**src/rtl/aes_round_ctrl.sv**
```systemverilog
// AES-128 round sequencer: drives key-schedule writes and the round-by-round datapath controls.
// All outputs come from flops loaded with the decode of the next state.
module aes_round_ctrl #(
    parameter int unsigned NR = 10,
    parameter int unsigned AW = 4
) (
    input  logic          clk,
    input  logic          rst,
    input  logic          start_op,
    input  logic          key_op,
    input  logic          ed_sel,
    input  logic          clear,
    output logic          key_we,
    output logic [AW-1:0] key_wr_addr,
    output logic [7:0]    rcon,
    output logic [AW-1:0] key_rd_addr,
    output logic          state_load,
    output logic          round_en,
    output logic          final_round,
    output logic          dec_mode,
    output logic          key_expanded,
    output logic          aes_done,
    output logic          keyed,
    output logic          busy
);

    typedef enum logic [2:0] {
        S_IDLE, S_EXPAND, S_KDONE, S_KEYED, S_LOAD, S_ROUND, S_FINAL, S_BDONE
    } state_t;

    state_t        state_q, state_d;
    logic [AW-1:0] kcnt_q, kcnt_d;
    logic [AW-1:0] rnd_q, rnd_d;
    logic          dec_d;

    logic          key_we_d, state_load_d, round_en_d, final_round_d;
    logic          key_expanded_d, aes_done_d, keyed_d, busy_d;
    logic [AW-1:0] key_wr_addr_d, key_rd_addr_d;
    logic [7:0]    rcon_d;

    // Round constant for key index; index 0 is the raw cipher key.
    function automatic logic [7:0] rcon_of(input logic [AW-1:0] idx);
        case (idx)
            AW'(1):  rcon_of = 8'h01;
            AW'(2):  rcon_of = 8'h02;
            AW'(3):  rcon_of = 8'h04;
            AW'(4):  rcon_of = 8'h08;
            AW'(5):  rcon_of = 8'h10;
            AW'(6):  rcon_of = 8'h20;
            AW'(7):  rcon_of = 8'h40;
            AW'(8):  rcon_of = 8'h80;
            AW'(9):  rcon_of = 8'h1B;
            AW'(10): rcon_of = 8'h36;
            default: rcon_of = 8'h00;
        endcase
    endfunction

    always_ff @(posedge clk or posedge rst) begin
        if (rst) begin
            state_q      <= S_IDLE;
            kcnt_q       <= '0;
            rnd_q        <= '0;
            dec_mode     <= 1'b0;
            key_we       <= 1'b0;
            key_wr_addr  <= '0;
            rcon         <= 8'h00;
            key_rd_addr  <= '0;
            state_load   <= 1'b0;
            round_en     <= 1'b0;
            final_round  <= 1'b0;
            key_expanded <= 1'b0;
            aes_done     <= 1'b0;
            keyed        <= 1'b0;
            busy         <= 1'b0;
        end else begin
            state_q      <= state_d;
            kcnt_q       <= kcnt_d;
            rnd_q        <= rnd_d;
            dec_mode     <= dec_d;
            key_we       <= key_we_d;
            key_wr_addr  <= key_wr_addr_d;
            rcon         <= rcon_d;
            key_rd_addr  <= key_rd_addr_d;
            state_load   <= state_load_d;
            round_en     <= round_en_d;
            final_round  <= final_round_d;
            key_expanded <= key_expanded_d;
            aes_done     <= aes_done_d;
            keyed        <= keyed_d;
            busy         <= busy_d;
        end
    end

    always_comb begin
        state_d = state_q;
        kcnt_d  = kcnt_q;
        rnd_d   = rnd_q;
        dec_d   = dec_mode;

        if (clear) begin
            state_d = S_IDLE;
            kcnt_d  = '0;
            rnd_d   = '0;
        end else begin
            case (state_q)
                S_IDLE: begin
                    if (start_op) begin
                        state_d = S_EXPAND;
                        kcnt_d  = '0;
                    end
                end
                S_EXPAND: begin
                    if (kcnt_q == AW'(NR)) begin
                        state_d = S_KDONE;
                        kcnt_d  = '0;
                    end else begin
                        kcnt_d = kcnt_q + AW'(1);
                    end
                end
                S_KDONE: state_d = S_KEYED;
                S_KEYED: begin
                    // Re-expansion wins over a simultaneous block request.
                    if (start_op) begin
                        state_d = S_EXPAND;
                        kcnt_d  = '0;
                    end else if (key_op) begin
                        state_d = S_LOAD;
                        dec_d   = ~ed_sel;
                        rnd_d   = '0;
                    end
                end
                S_LOAD: begin
                    state_d = S_ROUND;
                    rnd_d   = AW'(1);
                end
                S_ROUND: begin
                    rnd_d = rnd_q + AW'(1);
                    if (rnd_q == AW'(NR - 1)) state_d = S_FINAL;
                end
                S_FINAL: begin
                    state_d = S_BDONE;
                    rnd_d   = '0;
                end
                S_BDONE: state_d = S_KEYED;
                default: state_d = S_IDLE;
            endcase
        end

        key_we_d       = (state_d == S_EXPAND);
        key_wr_addr_d  = key_we_d ? kcnt_d : '0;
        rcon_d         = key_we_d ? rcon_of(kcnt_d) : 8'h00;
        state_load_d   = (state_d == S_LOAD);
        round_en_d     = (state_d == S_ROUND);
        final_round_d  = (state_d == S_FINAL);
        key_expanded_d = (state_d == S_KDONE);
        aes_done_d     = (state_d == S_BDONE);
        keyed_d        = (state_d inside {S_KEYED, S_LOAD, S_ROUND, S_FINAL, S_BDONE});
        busy_d         = (state_d inside {S_EXPAND, S_KDONE, S_LOAD, S_ROUND, S_FINAL, S_BDONE});
        // Decryption walks the key schedule backwards from index NR.
        if (state_d inside {S_LOAD, S_ROUND, S_FINAL})
            key_rd_addr_d = dec_d ? (AW'(NR) - rnd_d) : rnd_d;
        else
            key_rd_addr_d = '0;
    end

endmodule
```
**config.mk**
```make
export PLATFORM = sky130hd
export DESIGN_NAME = aes_round_ctrl
export DESIGN_NICKNAME = d
export VERILOG_FILES = /design/src/rtl/aes_round_ctrl.sv
export SDC_FILE = /design/constraint.sdc
export NUM_CORES = 1
export LEC_CHECK = 0
export CAP_MARGIN = 25
export CELL_PAD_IN_SITES_DETAIL_PLACEMENT = 1
export CELL_PAD_IN_SITES_GLOBAL_PLACEMENT = 1
export CORE_MARGIN = 5
export CORE_UTILIZATION = 30
export DETAILED_ROUTE_END_ITERATION = 10
export GPL_TIMING_DRIVEN = 1
export PLACE_DENSITY_LB_ADDON = 0.3
export SYNTH_ARGS = -nofsm -noshare
export SYNTH_HDL_FRONTEND = slang
export SYNTH_SLANG_ARGS = --single-unit
```
**constraint.sdc**
```tcl
create_clock -name clk -period 2.5 [get_ports clk]
set_input_delay 0.625 -clock clk [delete_from_list [all_inputs] [get_ports clk]]
set_output_delay 0.625 -clock clk [all_outputs]
set_load 0.05 [all_outputs]
```
==> results_dict.tcl, run 1 <==
set metrics [dict create \
    busiest_layer "met2" \
    drv_slew 0 \
    drv_cap 0 \
    hold_ws_ps 659.5 \
    hp-class "register to register" \
    cts-htree-levels 2 \
    grtUsageMet2 0.1945 \
    hpwl_mm 3.320 \
    crit_path_max_fanout 4 \
    fillCellCount 667 \
    clock_skew_ps 12.10 \
    r2r_setup_slack_ps 260 \
    routed_via_density 4.873 \
    synthTopCellsByArea "dfrtp_1, ha_1, nand3b_1, nand2b_1, inv_1" \
    drtPass1Iterations 4 \
    grtUsageMet1 0.1655 \
    ant_nets 0 \
    hold_viol_final 0 \
    grt_max_degree 37 \
    vias 1457 \
    drtIter0Drc 52 \
    status "finished, final reports clean" \
    yosys_register_bits 36 \
    place_congestion 0.7927 \
    cts_buffer_depth 2 \
    hold_depth 2 \
    grt_pass1_vias 1510 \
    fin_crit_ps 2362 \
    area_delta_synth_final_pct 34.07 \
    crit_type "input port to register" \
    worstSetupStartpointType "input port" \
    worst_setup_path_end_kind "register" \
    crit_start "key_op" \
    rsz0062_at_grt "false" \
    synth_edf_count 0 \
    regArea_sq_um 900.9 \
    die_width_um 87.69 \
    r2r_cells 5 \
    fin_nets 238 \
    synth.distinct_cells 56 \
    worst_r2r_startpoint "state_q[0]" \
    num_rows 28 \
    clock-sinks 36 \
    path_clk_slew_ps 70 \
    clock-root-buffer "clkbuf_8" \
    grt_antenna_before_repair 0 \
    synth_ff_type "dfrtp_1" \
    p_leak_nw 1.101 \
    portBuffers 30 \
    syn_area_sq_um 1810 \
    cts_setup_buffers 0 \
    drive_gt1_frac 0.1696 \
    crit_arrival_ps 2580 \
    hold_end "rnd_q[3]" \
    grt_first_pass_wirelength_mm 7.389 \
    numCtsBuffers 5 \
    die_area_sq_um 7689 \
    synth_top_cell_area_share 0.4976 \
    gr-total-overflow 0 \
    wire_per_inst_um 14.42 \
    ys_warn_count 0 \
    diodes 0 \
    reg2reg_to "key_rd_addr[1]" \
    crit_required_ps 2720 \
    finalSetupViolCount 0 \
    fin_crit_sh 0.9448 \
    yosys.area.top_type "dfrtp_1" \
    hold_path.startpoint "rnd_q[3]" \
    synthCells 172 \
    clk_latency_ps 290 \
    peakVddDrop_v 0.0003126 \
    fmax_mhz 423.4 \
    cts_tree "yes" \
    num_io_pins 31 \
    worst_slew_pin_slew_ps 607.8 \
    relSlewSlack 0.5895 \
    dp.cells 291 \
    drc 0 \
    grt_use_total 0.1229 \
    use_met3 0.02258 \
    start_util 0.3076 \
    syn-num-nets 187 \
    dpl_cell_area_sq_um 2331 \
    layout.cells.non_filler 299 \
    most-common-layout-cells "dfrtp_1, clkdlybuf4s50_1, buf_4" \
    multiInputGateArea_sq_um 824.5 \
    power.density_nw_per_um2 467.1 \
    final_area_sq_um 2427 \
    final_common_cell "dfrtp_1" \
    routed_wl_mm 4.313 \
    avgSynthCellArea_sq_um 10.53 \
    synth_seq_area_share 0.4976 \
    core_area_sq_um 5886 \
    die_h_um 87.69 \
    synthArstFlopShare 1.000 \
]
## worst max path at each step
stage | to | cells after the start
finish | key_rd_addr[3] | 6
global route | key_rd_addr[3] | 6
CTS | key_rd_addr[2] | 8
detailed placement | key_rd_addr[2] | 8
global placement | key_rd_addr[2] | 8
floorplan | key_rd_addr[3] | 5
## per-stage QoR
stage	setup WS [ps]	TNS [ps]	utilization	power, mW
CTS	25.99	0	0.4114	1.150
detailed placement	-272.3	-2217	0.3960	0.7292
floorplan	456.2	0	-	0.6777
finish	137.9	0	0.4124	1.134
global placement	-257.2	-1463	0.3960	0.7263
global route	33.84	0	0.4124	1.191
## metal layers
layer	up-vias	wire (um)
li1	719	-
met5	-	0
met4	0	84
met3	7	161
met1	702	2098
met2	29	1969
## layout make-up
class | instances | share of cell area
inverter | 14 | 0.02165
clock buffer | 8 | 0.03711
sequential | 36 | 0.3711
multi-input combinational | 116 | 0.3397
timing repair buffer | 50 | 0.1918
tap | 75 | 0.03866
## registers in the layout, summed over array words and instances (netlist names)
register,count
key_wr_addr,4
dec_mode,1
kcnt_q,4
keyed,1
busy,1
state_load,1
key_we,1
state_q,3
final_round,1
round_en,1
key_rd_addr,4
key_expanded,1
rcon,8
rnd_q,4
aes_done,1
## Yosys cell counts, types with 2 or more instances
| master | instances |
|---|---|
| inv_1 | 13 |
| buf_2 | 2 |
| nor2_1 | 12 |
| a41oi_1 | 2 |
| or4_1 | 2 |
| nand4_1 | 2 |
| ha_1 | 9 |
| o22ai_1 | 2 |
| nand3_1 | 9 |
| nand2_1 | 6 |
| a21oi_1 | 7 |
| o21ai_0 | 3 |
| nand3b_1 | 8 |
| nor3_1 | 6 |
| dfrtp_1 | 36 |
| nor3b_2 | 2 |
| and3b_1 | 2 |
| nand2b_1 | 8 |
| o211ai_1 | 4 |
## critical path, stage by stage
cell and delay (ps):
clkdlybuf4s50_1 500, or3b_4 410, o21ai_1 250, a311oi_1 160, or4_1 490, a21oi_1 150
## cell families (layout without fill, tap and decap cells)
logic type,count (synthesis),after routing,synth area share
buffers and inverters,20,72,0.04906
AND/OR/NAND/NOR,68,68,0.2267
XOR/XNOR,1,1,0.004838
multiplexers,2,2,0.01175
adder cells (fa/ha/maj),9,9,0.06220
flip-flops,36,36,0.4976
AO/OA/AOI/OAI,36,36,0.1479
## power by group
group          switching (mW)  leakage, nW  internal [mW]  total, mW
combinational          0.0682        0.562         0.0500      0.118
sequential            0.00890        0.494          0.589      0.598
clock                   0.193       0.0455          0.225      0.417
## repair_timing
| item | in CTS | in global routing |
|---|---|---|
| hold buffers | 0 | 0 |
| endpoints found under the setup margin | 0 | 8 |
| resized for setup | 0 | 3 |
No activity file was read; power rests on OpenSTA's default activity.
==> run 2: changes to the inputs <==
--- a/config.mk
+++ b/config.mk
@@ -14,3 +14,5 @@
 export GPL_TIMING_DRIVEN = 1
+export MAX_ROUTING_LAYER = met4
 export PLACE_DENSITY_LB_ADDON = 0.3
+export SLEW_MARGIN = 10
 export SYNTH_ARGS = -nofsm -noshare
--- a/constraint.sdc
+++ b/constraint.sdc
@@ -3,2 +3,2 @@
 set_output_delay 0.625 -clock clk [all_outputs]
-set_load 0.05 [all_outputs]
+set_load 0.1 [all_outputs]
==> run 2 against run 1 <==
Compared with the run above:
- first-iteration DRC count is 1.9% lower
- die area stayed put
- non-clock buffer count is 2 higher
- count of clock-buffer cells in the layout is 3 lower
- sequential power hardly changed
- routed wire length is 3.4% higher
- combinational power is 13% higher
- clock skew is 5.6 ps lower
- power is 9.3% higher
- setup slack better by 9.4 ps
- cell count is 0.67% higher
==> results_dict.tcl, run 2 (synthesis gave the netlist of run 1 again) <==
set metrics [dict create \
    status "finished, final reports clean" \
    grt_max_degree 37 \
    die_h_um 87.69 \
    relSlewSlack 0.5646 \
    start_util 0.3076 \
    fmax_mhz 425.0 \
    wire_per_inst_um 14.81 \
    core_area_sq_um 5886 \
    crit_path_max_fanout 4 \
    crit_type "input port to register" \
    num_io_pins 31 \
    portBuffers 30 \
    cts_buffer_depth 2 \
    diodes 0 \
    fin_crit_ps 2353 \
    hold_buffers 0 \
    r2r_cells 5 \
    cts_tree "yes" \
    worst_slew_pin_slew_ps 644.7 \
    die_area_sq_um 7689 \
    die_width_um 87.69 \
    final_common_cell "buf_4" \
    hpwl_mm 3.356 \
    drtIter0Drc 51 \
    drv_slew 0 \
    dp.cells 292 \
    drtPass1Iterations 4 \
    worst_setup_path_end_kind "register" \
    cts-htree-levels 2 \
    num_rows 28 \
    drive_gt1_frac 0.2965 \
    grt_antenna_before_repair 0 \
    area_delta_synth_final_pct 32.62 \
    fin_total_pwr_mw 1.239 \
    path_clk_slew_ps 70 \
    grt_use_total 0.1308 \
    most-common-layout-cells "buf_4, dfrtp_1, inv_1" \
    fin_nets 240 \
    clk_latency_ps 290 \
    rsz0062_at_grt "false" \
    clock_skew_ps 6.537 \
    hold_depth 2 \
    p_leak_nw 1.167 \
    layout.cells.non_filler 301 \
    final_area_sq_um 2401 \
    place_congestion 0.7759 \
    crit_required_ps 2710 \
    hp-class "register to register" \
    drc 0 \
    vias 1483 \
    peakVddDrop_v 0.0002346 \
    routed_via_density 4.927 \
    fin_crit_sh 0.9411 \
    crit_arrival_ps 2560 \
    largest_reg_flops 8 \
    clock-root-buffer "clkbuf_8" \
    dpl_cell_area_sq_um 2276 \
    drv_cap 0 \
    ant_nets 0 \
    largest-register "rcon" \
    gr-total-overflow 0 \
    grt_first_pass_wirelength_mm 7.679 \
    numCtsBuffers 5 \
    routed_wl_mm 4.458 \
    power.density_nw_per_um2 515.9 \
    clock-sinks 36 \
    worstSetupStartpointType "input port" \
    grt_pass1_vias 1550 \
    hold_viol_final 0 \
    finalSetupViolCount 0 \
    finalSetupTns_ps 0 \
]
-- run 2: changes by cell type in the layout (fill, tap and decap cells not counted), sizes merged --
cell / before / now
clkinvlp: 0 / 1
buf: 20 / 47
bufinv: 0 / 1
clkinv: 0 / 1
clkdlybuf4s50: 29 / 4
clkbuf: 8 / 5
-- run 2: path summary, 6_finish.rpt --
kind                            slack, ps              to        from
worst max-delay path                  150  key_rd_addr[3]      key_op
worst min-delay path                  660        rnd_q[3]    rnd_q[3]
worst max register to register        230  key_rd_addr[1]  state_q[0]
worst min register to register        660        rnd_q[3]    rnd_q[3]
max in group asynchronous            1440  key_wr_addr[3]         rst
min in group asynchronous             750  key_rd_addr[3]         rst
-- run 2: cell type report --
class,count,area [sq um]
clock inverters,3,42.54
multi-input cells,116,824.5
flip-flops and latches,36,900.9
well taps,75,93.84
clock buffers,5,68.82
fillers,672,3485
inverters,14,52.55
repair buffers,52,417.9
-- run 2: critical path, cell delays in order --
cell             delay, ps
clkdlybuf4s50_1        490
and4bb_2               290
nand3b_1               160
mux2_2                 330
or4_1                  500
a21oi_1                160
-- run 2: power by group --
group	switching [mW]	total [mW]	internal (mW)
sequential	0.00858	0.598	0.589
clock	0.213	0.508	0.295
combinational	0.0841	0.133	0.0493
-- run 2: routing by layer --
layer,vias to the layer above,part of all wire,GRT usage
li1,722,-,-
met1,722,0.48,0.1736
met2,35,0.47,0.2007
met3,4,0.036,0.02258
met4,0,0.012,0.04603
met5,-,0,-
-- run 2: repair_timing --
action                                  CTS  global route
endpoints found under the setup margin    0             4
gates resized for setup                   0             3
buffers inserted                          0             1
-- run 2: per-stage QoR --
stage | util | hold WS, ps | setup WS, ps
CTS | 0.4056 | 669.7 | 47.71
global placement | 0.3867 | 651.4 | -211.9
detailed placement | 0.3867 | 659.6 | -258.1
finish | 0.4080 | 662.1 | 147.3
global route | 0.4080 | 688.7 | 33.63
floorplan | - | 494.3 | 456.1
==> run 3: changes to the inputs <==
CAP_MARGIN = 20   (was 25)
==> results of run 3 <==
No change in the layout: final DEF, timing and power equal those of run 2.
==> RTL edit (settings of run 3) <==
Put one more register stage on the output `rcon`, with the module's reset. The value now appears one clock later. The other outputs are not delayed to match.
--- a/src/rtl/aes_round_ctrl.sv
+++ b/src/rtl/aes_round_ctrl.sv
@@ -29,2 +29,4 @@
     } state_t;
+
+    logic [7:0] rcon_s0;
 
@@ -65,3 +67,3 @@
             key_wr_addr  <= '0;
-            rcon         <= 8'h00;
+            rcon_s0      <= 8'h00;
             key_rd_addr  <= '0;
@@ -81,3 +83,3 @@
             key_wr_addr  <= key_wr_addr_d;
-            rcon         <= rcon_d;
+            rcon_s0      <= rcon_d;
             key_rd_addr  <= key_rd_addr_d;
@@ -165,2 +167,10 @@
 
+    always_ff @(posedge clk or posedge rst) begin
+        if (rst) begin
+            rcon <= '0;
+        end else begin
+            rcon <= rcon_s0;
+        end
+    end
+
 endmodule
Formal check against the unedited RTL: not equivalent (a bounded check fails within 4 cycles, from zero or initial values and one cycle with rst high).
==> RTL edit against run 3 <==
Non-clock buffer count increased by 2. Count of clock-buffer cells in the layout did not move. Sequential power increased by 21%. Clock skew increased by 0.0020 ns. Clock power is 12% lower. Wire length decreased by 2.4%. Cell area grew 9.1%. Sequential cell count increased by 8. First-iteration DRC count is 29% lower. Worst setup slack better by 0.028 ns. Final cell count is 4.7% higher. Area after synthesis is 12% higher. Total power grew 6.5%.
==> RTL edit: results <==
routing:
  dr_wl_met3_um: 177
  drt-wirelength-per-cell_um: 13.81
  detailedRoute.firstIterationViolations: 36
  route.vias.total: 1464
setup_path:
  crit_path_max_fanout: 5
  ff2ff_setup_slack_ns: 0.18
  startpoint: "kcnt_q[0]"
  critical_path.reg2reg.endpoint: "rcon_s0[4]"
  ff2ff_path_depth: 11
  timing.critical_path.slowest_cell_delay_ns: 0.42
grt:
  met3_usage_pct: 3.035
  groute.layer.met1.usage_pct: 13.63
  grt_first_pass_wirelength_mm: 7.534
  grt_usage_pct: 11.42
  vias_in_the_first_global_route: 1553
logic_synthesis:
  syn-mean-instance-area_sq_um: 11.35
  share_of_the_yosys_chip_area_belonging_to_registers_pct: 54.52
  netlist_top_cells_count: "dfrtp_1, nor2_1, inv_1, ha_1, nand2_1"
timing:
  maxSlewHeadroom_pct: 56.76
  finalWorstSetupSlack_ns: 0.1755
  holdWs_ns: 0.3561
min_path:
  holdPathStages: 0
  timing.hold.worst.start: "rcon_s0[5]"
placed_design:
  pre_cts_slack_ns: -0.3946
  dpl_cell_area_sq_um: 2515
  post-dp-hpwl_mm: 3.468
  dpl.cell_count: 307
pwr:
  power.ir.vdd_worst_uv: 201.1
  power-per-cell-area_nw_per_um2: 503.6
clocking:
  clk_pin_slew_worst_paths_ns: 0.09
finish:
  final_nets: 249
  filler_cell_count: 753
run_status:
  status: "finished clean"
RTL edit: cell type report:
type                            instances  share of cell area, %
Multi-Input combinational cell        115                  32.09
Inverter                               14                  2.006
Clock inverter                          3                 0.9074
Timing Repair Buffer                   54                  16.52
Sequential cell                        44                  42.03
Clock buffer                            5                  2.627
Tap cell                               80                  3.820
RTL edit: cells by family (layout without fill, tap and decap cells):
kind of cell             Yosys count  count (layout)  share of synthesized area [%]
AO/OA/AOI/OAI                     30              30                          11.28
XOR/XNOR                           4               4                          1.735
adder cells (fa/ha/maj)            9               9                          5.576
buffers and inverters             19              76                          4.336
flip-flops                        44              44                          54.52
multiplexers                       5               5                          2.540
AND/OR/NAND/NOR                   67              67                          20.01
RTL edit: report_power, final:
part           internal, mW  switching (mW)
clock network         0.198           0.248
registers             0.719         0.00412
logic                0.0543          0.0960
total                 0.971           0.348
RTL edit: what timing repair did:
item                       4_1_cts  5_1_grt
pin swaps                        1        1
resized for setup                1        3
hold endpoints to repair         0        0
setup endpoints to repair        4        7
